==> config.mk <==
export PLATFORM = sky130hd
export DESIGN_NAME = cache_ctrl
export DESIGN_NICKNAME = d
export VERILOG_FILES = /design/src/rtl/cache_ctrl.sv
export SDC_FILE = /design/constraint.sdc
export NUM_CORES = 2
export LEC_CHECK = 0
export BUFFER_PORTS_ARGS = -buffer_cell sky130_fd_sc_hd__buf_2
export CELL_PAD_IN_SITES_DETAIL_PLACEMENT = 0
export CELL_PAD_IN_SITES_GLOBAL_PLACEMENT = 1
export CORE_MARGIN = 5
export CORE_UTILIZATION = 30
export CTS_BUF_LIST = sky130_fd_sc_hd__clkbuf_8
export DETAILED_ROUTE_END_ITERATION = 6
export PLACE_DENSITY = 0.56
export SYNTH_ARGS = -nofsm -noshare
export SYNTH_HDL_FRONTEND = slang
export SYNTH_SLANG_ARGS = --single-unit
==> constraint.sdc <==
create_clock -name clk -period 7.6 [get_ports clk]
set_input_delay 0 -clock clk [delete_from_list [all_inputs] [get_ports clk]]
set_output_delay 0 -clock clk [all_outputs]
set_load 0.1 [all_outputs]
==> src/rtl/cache_ctrl.sv <==
// Direct-mapped, write-through, no-write-allocate cache controller with 128-bit lines.
// Read misses fill a full line from memory in four word beats; every write goes to memory.
module cache_ctrl #(
  parameter int INDEX_W = 4,
  parameter int TAG_W   = 28 - INDEX_W
) (
  input  logic        clk,
  input  logic        rst,
  input  logic        sys_req,
  input  logic        sys_we,
  input  logic [31:0] sys_addr,
  input  logic [31:0] sys_wdata,
  input  logic [3:0]  sys_bval,
  output logic        sys_ack,
  output logic [31:0] sys_rdata,
  output logic        mem_req,
  output logic        mem_we,
  output logic [31:0] mem_addr,
  output logic [31:0] mem_wdata,
  output logic [3:0]  mem_bval,
  input  logic        mem_ack,
  input  logic [31:0] mem_rdata,
  input  logic        mem_rvalid
);

  localparam int NLINES = 1 << INDEX_W;

  typedef enum logic [2:0] {IDLE, LOOKUP, FILL, WMEM, RESP} state_t;

  state_t             state;
  logic               we_q;
  logic [31:0]        addr_q;
  logic [31:0]        wdata_q;
  logic [3:0]         bval_q;
  logic               hit_q;
  logic [1:0]         beat_q;
  logic [NLINES-1:0]  valid_q;

  logic [95:0]        fill_buf;
  logic [127:0]       lines [NLINES];
  logic [TAG_W-1:0]   tags  [NLINES];

  logic [INDEX_W-1:0] idx;
  logic [TAG_W-1:0]   tag;
  logic [1:0]         off;
  logic [6:0]         word_lsb;
  logic               lookup_hit;
  logic               beat_take;
  logic               fill_done;
  logic               wr_hit_upd;
  logic [127:0]       cur_line;
  logic [31:0]        cur_word;
  logic [127:0]       filled_line;
  logic [31:0]        filled_word;
  logic [127:0]       merged_line;

  function automatic logic [31:0] merge_word(input logic [31:0] old_w,
                                             input logic [31:0] new_w,
                                             input logic [3:0]  be);
    logic [31:0] m;
    m = old_w;
    for (int i = 0; i < 4; i++) begin
      if (be[i]) m[8*i +: 8] = new_w[8*i +: 8];
    end
    return m;
  endfunction

  assign idx         = addr_q[3+INDEX_W:4];
  assign tag         = addr_q[31:4+INDEX_W];
  assign off         = addr_q[3:2];
  assign word_lsb    = {off, 5'b00000};
  assign lookup_hit  = valid_q[idx] && (tags[idx] == tag);
  // Beats only count once the line read has been accepted (mem_req already dropped).
  assign beat_take   = (state == FILL) && !mem_req && mem_rvalid;
  assign fill_done   = beat_take && (beat_q == 2'd3);
  assign wr_hit_upd  = (state == WMEM) && mem_ack && hit_q;
  assign cur_line    = lines[idx];
  assign cur_word    = cur_line[word_lsb +: 32];
  assign filled_line = {mem_rdata, fill_buf};
  assign filled_word = filled_line[word_lsb +: 32];

  always_comb begin
    merged_line = cur_line;
    merged_line[word_lsb +: 32] = merge_word(cur_word, wdata_q, bval_q);
  end

  always_ff @(posedge clk or posedge rst) begin
    if (rst) begin
      state     <= IDLE;
      we_q      <= 1'b0;
      addr_q    <= '0;
      wdata_q   <= '0;
      bval_q    <= '0;
      hit_q     <= 1'b0;
      beat_q    <= '0;
      valid_q   <= '0;
      sys_ack   <= 1'b0;
      sys_rdata <= '0;
      mem_req   <= 1'b0;
      mem_we    <= 1'b0;
      mem_addr  <= '0;
      mem_wdata <= '0;
      mem_bval  <= '0;
    end else begin
      case (state)
        IDLE: begin
          sys_ack <= 1'b0;
          if (sys_req) begin
            we_q    <= sys_we;
            addr_q  <= sys_addr;
            wdata_q <= sys_wdata;
            bval_q  <= sys_bval;
            state   <= LOOKUP;
          end
        end
        LOOKUP: begin
          hit_q <= lookup_hit;
          if (we_q) begin
            mem_req   <= 1'b1;
            mem_we    <= 1'b1;
            mem_addr  <= addr_q & 32'hFFFF_FFFC;
            mem_wdata <= wdata_q;
            mem_bval  <= bval_q;
            state     <= WMEM;
          end else if (lookup_hit) begin
            sys_ack   <= 1'b1;
            sys_rdata <= cur_word;
            state     <= RESP;
          end else begin
            mem_req  <= 1'b1;
            mem_we   <= 1'b0;
            mem_addr <= addr_q & 32'hFFFF_FFF0;
            beat_q   <= '0;
            state    <= FILL;
          end
        end
        FILL: begin
          if (mem_req && mem_ack) begin
            mem_req <= 1'b0;
          end else if (beat_take) begin
            beat_q <= beat_q + 2'd1;
            if (beat_q == 2'd3) begin
              valid_q[idx] <= 1'b1;
              sys_ack      <= 1'b1;
              sys_rdata    <= filled_word;
              state        <= RESP;
            end
          end
        end
        WMEM: begin
          if (mem_ack) begin
            mem_req <= 1'b0;
            sys_ack <= 1'b1;
            state   <= RESP;
          end
        end
        RESP: begin
          sys_ack <= 1'b0;
          state   <= IDLE;
        end
        default: state <= IDLE;
      endcase
    end
  end

  // Line storage carries no reset; valid_q alone decides whether a line is usable.
  always_ff @(posedge clk) begin
    if (beat_take) begin
      case (beat_q)
        2'd0:    fill_buf[31:0]  <= mem_rdata;
        2'd1:    fill_buf[63:32] <= mem_rdata;
        2'd2:    fill_buf[95:64] <= mem_rdata;
        default: ;
      endcase
    end
    if (fill_done) begin
      lines[idx] <= filled_line;
      tags[idx]  <= tag;
    end else if (wr_hit_upd) begin
      lines[idx] <= merged_line;
    end
  end

endmodule

# Yosys cells after proc, flatten, opt, wreduce, memory -nomap -nowiden
# Memories as Yosys holds them, arrays and structs flattened.
# Cells that the tools add are included.
[word_totals] reg_bits=290 ram_bits=2432 inputBits=106 out_inout_bits=103 wordCells=127 mem_count=2
[op_classes] addsub=2 magnitude_cmp=2 n_eq_ne=19 shift=4 mux=50 bitwise_logic=3 n_reduce_logical=27
[memory_table] memory="lines" words=16 width=128 rd=1 rd_clocked_by_memory_dff=0 write_ports=1 line="40" text="logic [127:0] lines [NLINES];"
[memory_table] memory="tags" words=16 width=24 rd=1 rd_clocked_by_memory_dff=0 write_ports=1 line="41" text="logic [TAG_W-1:0] tags [NLINES];"
[ops] cell="indexed part select 128 x 8 -> 32 bit" count=2
[ops] cell="2-to-1 mux 32 bit" count=7
[ops] cell="bitwise mux 128 bit" count=1
[ops] cell="2-to-1 mux 128 bit" count=1
[ops] cell="variable shift 32 x 9 -> 128 bit (first input constant)" count=1
[ops] cell="indexed part select 32 x 9 -> 128 bit" count=1
[ops] cell="one-hot mux 32 bit (2 select lines)" count=1
[ops] cell="2-to-1 mux 8 bit" count=4
[ops] cell="equality test 24 bit" count=1
[ops] cell="2-to-1 mux 3 bit" count=7
[ops] cell="2-to-1 mux 1 bit" count=19
[ops] cell="inequality test 2 bit (second input constant)" count=8
[ops] cell="OR 16 bit" count=1
[ops] cell="one-hot mux 3 bit (4 select lines)" count=1
[ops] cell="AND reduction 2 bit" count=6
[ops] cell="AND reduction 5 bit" count=2
[ops] cell="negator 7 -> 9 bit" count=1
[ops] cell="logical AND 1 bit" count=8
[ops] cell="2-to-1 mux 2 bit" count=4
[ops] cell="AND reduction 4 bit" count=2
[ops] cell="AND reduction 7 bit" count=1
[ops] cell="equality test 3 x 2 -> 1 bit (second input constant)" count=2
[ops] cell="AND reduction 6 bit" count=1
[ops] cell="< comparator 4 x 5 -> 1 bit (second input constant)" count=1
[ops] cell="other kinds (22)" count=24

# Depth between registers and ports, before layout
[depth] ltp_word=7 depth_mapped=18 depth_no_buf=9

# Least setup slack after synthesis
# No wires, ideal clock.
[synth_path] kind="register to register" from="register state[1]" to="memory lines[10][0] (enable)" setup_ps=617 t_arrival_ps=7588 required_time_ps=6983 slack_ps=-605 path_stages_with_launch=9 n_path_buf=2 period_less_slack_ps=8205 path_cell_list="dfrtp_1 > inv_1 > or3_1 > clkbuf_1 > nor3b_1 > and2_1 > clkbuf_1 > o21ai_0 > nor2_1"
[synth_via] elab_chain_len=7 word_cells_on_any_way=13 cone_classes="2 x eq/ne; 5 x mux; 1 x bitwise; 5 x reduce/logical"
[synth_lines] element="start, declared" line="30" text="state_t state;"
[synth_lines] element="start signal, assigned" line="89" text="state <= IDLE;"
[synth_lines] element="start signal, assigned" line="113" text="state <= LOOKUP;"
[synth_lines] element="start signal, assigned" line="124" text="state <= WMEM;"
[synth_lines] element="equality test 3 x 2 -> 1 bit (on tied branches)" line="76, 74"
[synth_lines] element="logical AND 1 bit (on tied branches) (2 in series)" line="76, 74"
[synth_lines] element="2-to-1 mux 1 bit / logical AND 1 bit (equally long branches)" line="179, 75"
[synth_lines] element="2-to-1 mux 1 bit" line="176" text="if (fill_done) begin"
[synth_lines] element="2-to-1 mux 1 bit (on tied branches)" line="180, 177"
[synth_lines] element="OR 1 bit (no source line) *"
[synth_lines] element="end, declared" line="40"
# Every way passes the cells marked *; elsewhere a longest branch is shown, timed or not.

# Final worst setup path
[layout_path] from="register addr_q[4]" to="memory lines[2][34], data pin"
[layout_via] elab_chain_len=6 word_cells_on_any_way=9 cone_classes="2 x shift; 6 x mux; 1 x memory"
[layout_lines] element="start, declared" line="32" text="logic [31:0] addr_q;"
[layout_lines] element="start signal, assigned" line="110" text="addr_q <= sys_addr;"
[layout_lines] element="memory (16 x 128 bit) *"
[layout_lines] element="indexed part select 128 x 8 -> 32 bit" line="78" text="assign cur_word = cur_line[word_lsb +: 32];"
[layout_lines] element="2-to-1 mux 8 bit" line="63" text="if (be[i]) m[8*i +: 8] = new_w[8*i +: 8];"
[layout_lines] element="indexed part select 32 x 9 -> 128 bit" line="84" text="merged_line[word_lsb +: 32] = merge_word(cur_word, wdata_q, bval_q);"
[layout_lines] element="bitwise mux 128 bit *" line="84"
[layout_lines] element="2-to-1 mux 128 bit (no source line) *"
# Marked as above.

==> results.yml <==
run_status:
  status: "finished clean"
timing:
  fin_worst_skew_ns: 0.144
  final_max_slew_viol_count: 0
  finalHoldViolations: 0
  period_needed_ns: 5.61
  fin_crit_sh_pct: 73.8
  tightest_slew_ns: 1.36
  hold_ws_ns: 0.0906
  clock.fmax_mhz: 178
  setup_viol: 0
  grt_setup_unrepaired: "false"
  fin_ws_ns: 1.99
  relSlewSlack_pct: 9.57
grt:
  grt_pass1_vias: 61300
  gr-total-overflow: 0
  grt_pass1_wl_mm: 468
  grt_max_degree: 108
  antenna_found_initial: 28
  grt.total_usage_pct: 17.4
routing:
  vias_per_cell: 5.23
  first_iter_violations: 5237
  vias: 59500
  drt_first_pass_iters: 5
  wirelength_mm: 333
  route.detailed.drc: 0
  routedWlPerCell_um: 29.3
  ant_nets: 0
clocking:
  cts_resized: 0
  cts_setup_buffers: 0
  path_clk_slew_ns: 0.06
  numCtsBuffers: 443
  cts_sinks: 2718
  cts_hold_buf: 238
  clkLatencyLatePin_ns: 1.05
  clock_path_buffers: 4
  root_buffer: "clkbuf_8"
  cts_tree: "yes"
  htree_levels: 5
worst_setup_path:
  crit_end: "lines[2][34]"
  reg2reg_slack_ns: 1.99
  startpoint_type: "flip-flop"
  r2r_end: "lines[2][34]"
  rr_worst_depth: 9
  crit_type: "flip-flop to flip-flop"
  required_ns: 8.12
  cp-end-kind: "flip-flop"
  cp.arrival_ns: 6.13
  startpoint: "addr_q[4]"
  worstReg2RegStart: "addr_q[4]"
  crit_path_max_fanout: 37
synth:
  synthesis.area_um2: 108000
  ys_seq_elements: 2718
  syn_area_per_cell_um2: 19.6
  yosysTopAreaCellShare_pct: 70.3
  synth-seq-area-share_pct: 74.7
  synthTopCellsByCount: "2528 x edfxtp_1, 666 x mux2i_1, 347 x mux4_2"
  synth_largest_area_cell: "edfxtp_1"
  yosys_most_used_dff: "edfxtp_1"
  synthCells: 5521
  synth_edf_count: 2528
  synth_most_common_cell: "edfxtp_1"
  ys_warn_count: 0
  synth.distinct_cells: 84
  async_flop_share_pct: 6.99
  synth.area.top_cells: "edfxtp_1 70%, mux4_2 7.2%, mux2i_1 6.2%, dfrtp_1 4.4%, mux2_2 2.1%"
flow_run:
  max-cap-violations: 0
die:
  dieWidth_um: 610
  coreArea_um2: 359000
  io_pins: 209
  die_h_um: 610
  rows: 220
  die_area_um2: 372000
  start_util_pct: 30.1
placement:
  port-buffer-count: 204
  place_ws_ns: 1.91
  dp_hpwl_mm: 177
  gp_congestion: 0.762
power_and_ir_drop:
  ir_worst_vdd_mv: 0.256
  p_leak_nw: 42.7
  power_density_nw_per_um2: 363
final_layout:
  syn2layout_area_growth_pct: 16.8
  layout-drive-gt1-share_pct: 23.9
  nFillCells: 33800
  nets: 6367
hold_path:
  worstHoldPathType: "primary input to flip-flop"
[registers in the layout, indices dropped and copies added (netlist names)]
name,flops
fill_buf,96
state,3
addr_q,30
bval_q,4
sys_rdata,32
mem_bval,4
mem_we,1
sys_ack,1
beat_q,2
valid_q,16
we_q,1
lines,2048
mem_wdata,32
hit_q,1
tags,384
mem_req,1
mem_addr,30
wdata_q,32
[where the power goes]
| group | leakage [nW] | internal (W) | switching [W] |
|---|---|---|---|
| sequential | 25.1 | 0.0171 | 0.00103 |
| combinational | 12.8 | 0.00586 | 0.0102 |
| clock | 4.77 | 0.00586 | 0.00575 |
[through the flow]
step	util (%)	instance area [um2]	setup TNS, ns	cells	power [W]
2_1_floorplan	-	108000	-1229.15	5522	0.0288
3_3_place_gp	32.3	116000	0	10300	0.0342
5_1_grt	35.2	126000	0	11400	0.0477
4_1_cts	35.1	126000	0	11400	0.0462
6_report	35.2	126000	0	11400	0.0458
3_5_place_dp	32.3	116000	0	10300	0.0343
[how the worst min path moves through the flow]
stage	cells past startpoint	end	startpoint	slack [ns]
after floorplan	0	fill_buf[0]	mem_rdata[0]	0.1
after global placement	2	mem_addr[19]	rst	0.14
after detailed placement	2	mem_addr[27]	rst	0.14
after CTS	5	lines[14][122]	mem_rdata[26]	0.01
after global routing	3	addr_q[5]	sys_addr[5]	0.05
final	3	addr_q[5]	sys_addr[5]	0.09
[final cells by class]
type	count	area, um2	share of cell area (%)
diodes	9	22.5	0.0178
clock buffers	474	6520	5.17
clock inverters	313	1400	1.11
inverters	23	93.8	0.0744
multi-input cells	2427	26000	20.6
flip-flops and latches	2718	80700	63.9
well taps	4773	5970	4.73
repair buffers	639	5450	4.32
[placed cells by master, fill, tap and decap left out, types with 7 or more instances in the layout]
cell and count:
a21oi_1 27, a221oi_1 222, a222oi_1 25, a22o_1 253, a22oi_1 55, buf_12 45, buf_2 204, buf_4 152
clkbuf_8 474, clkinv_1 71, clkinv_2 27, clkinvlp_4 9, dfrtp_1 184, diode_2 9, dlygate4sd3_1 238, edfxtp_1 2528
ha_1 8, inv_1 217, mux2_2 200, mux2_4 15, mux2i_1 666, mux4_2 347, nand2_1 124, nand2b_1 8
nand3_1 16, nand4_1 13, nor2_1 36, nor2_4 40, o21ai_0 122, o21bai_1 32, o221ai_1 64, or2_2 18
xnor2_1 13, xor2_1 7
[cells by family after synthesis]
kind of cell,after synthesis,synth area share [%]
multiplexers,1231,15.8
buffers and inverters,377,1.59
AO/OA/AOI/OAI,853,6.33
other,1,0.00347
XOR/XNOR,20,0.162
flip-flops,2718,74.7
AND/OR/NAND/NOR,312,1.38
adder cells (fa/ha/maj),9,0.104
[per-layer routing]
| layer | track usage (%) | vias up | part of all wire [%] |
|---|---|---|---|
| met4 | 4.99 | 8 | 2.9 |
| met5 | 0 | - | 0.016 |
| li1 | - | 24600 | - |
| met2 | 28.7 | 2227 | 48 |
| met1 | 23.4 | 32100 | 43 |
| met3 | 3.26 | 543 | 6.5 |
[worst max-delay path, stage by stage (launching register included)]
cell and delay [ns]:
dfrtp_4 0.68, buf_12 0.29, nor2b_4 0.81, buf_4 0.58
a221oi_1 0.21, a22o_1 0.24, a221oi_1 0.74, a222oi_1 0.28
mux2i_1 0.63, o221ai_1 0.64
(Power assumes the default switching activity.)
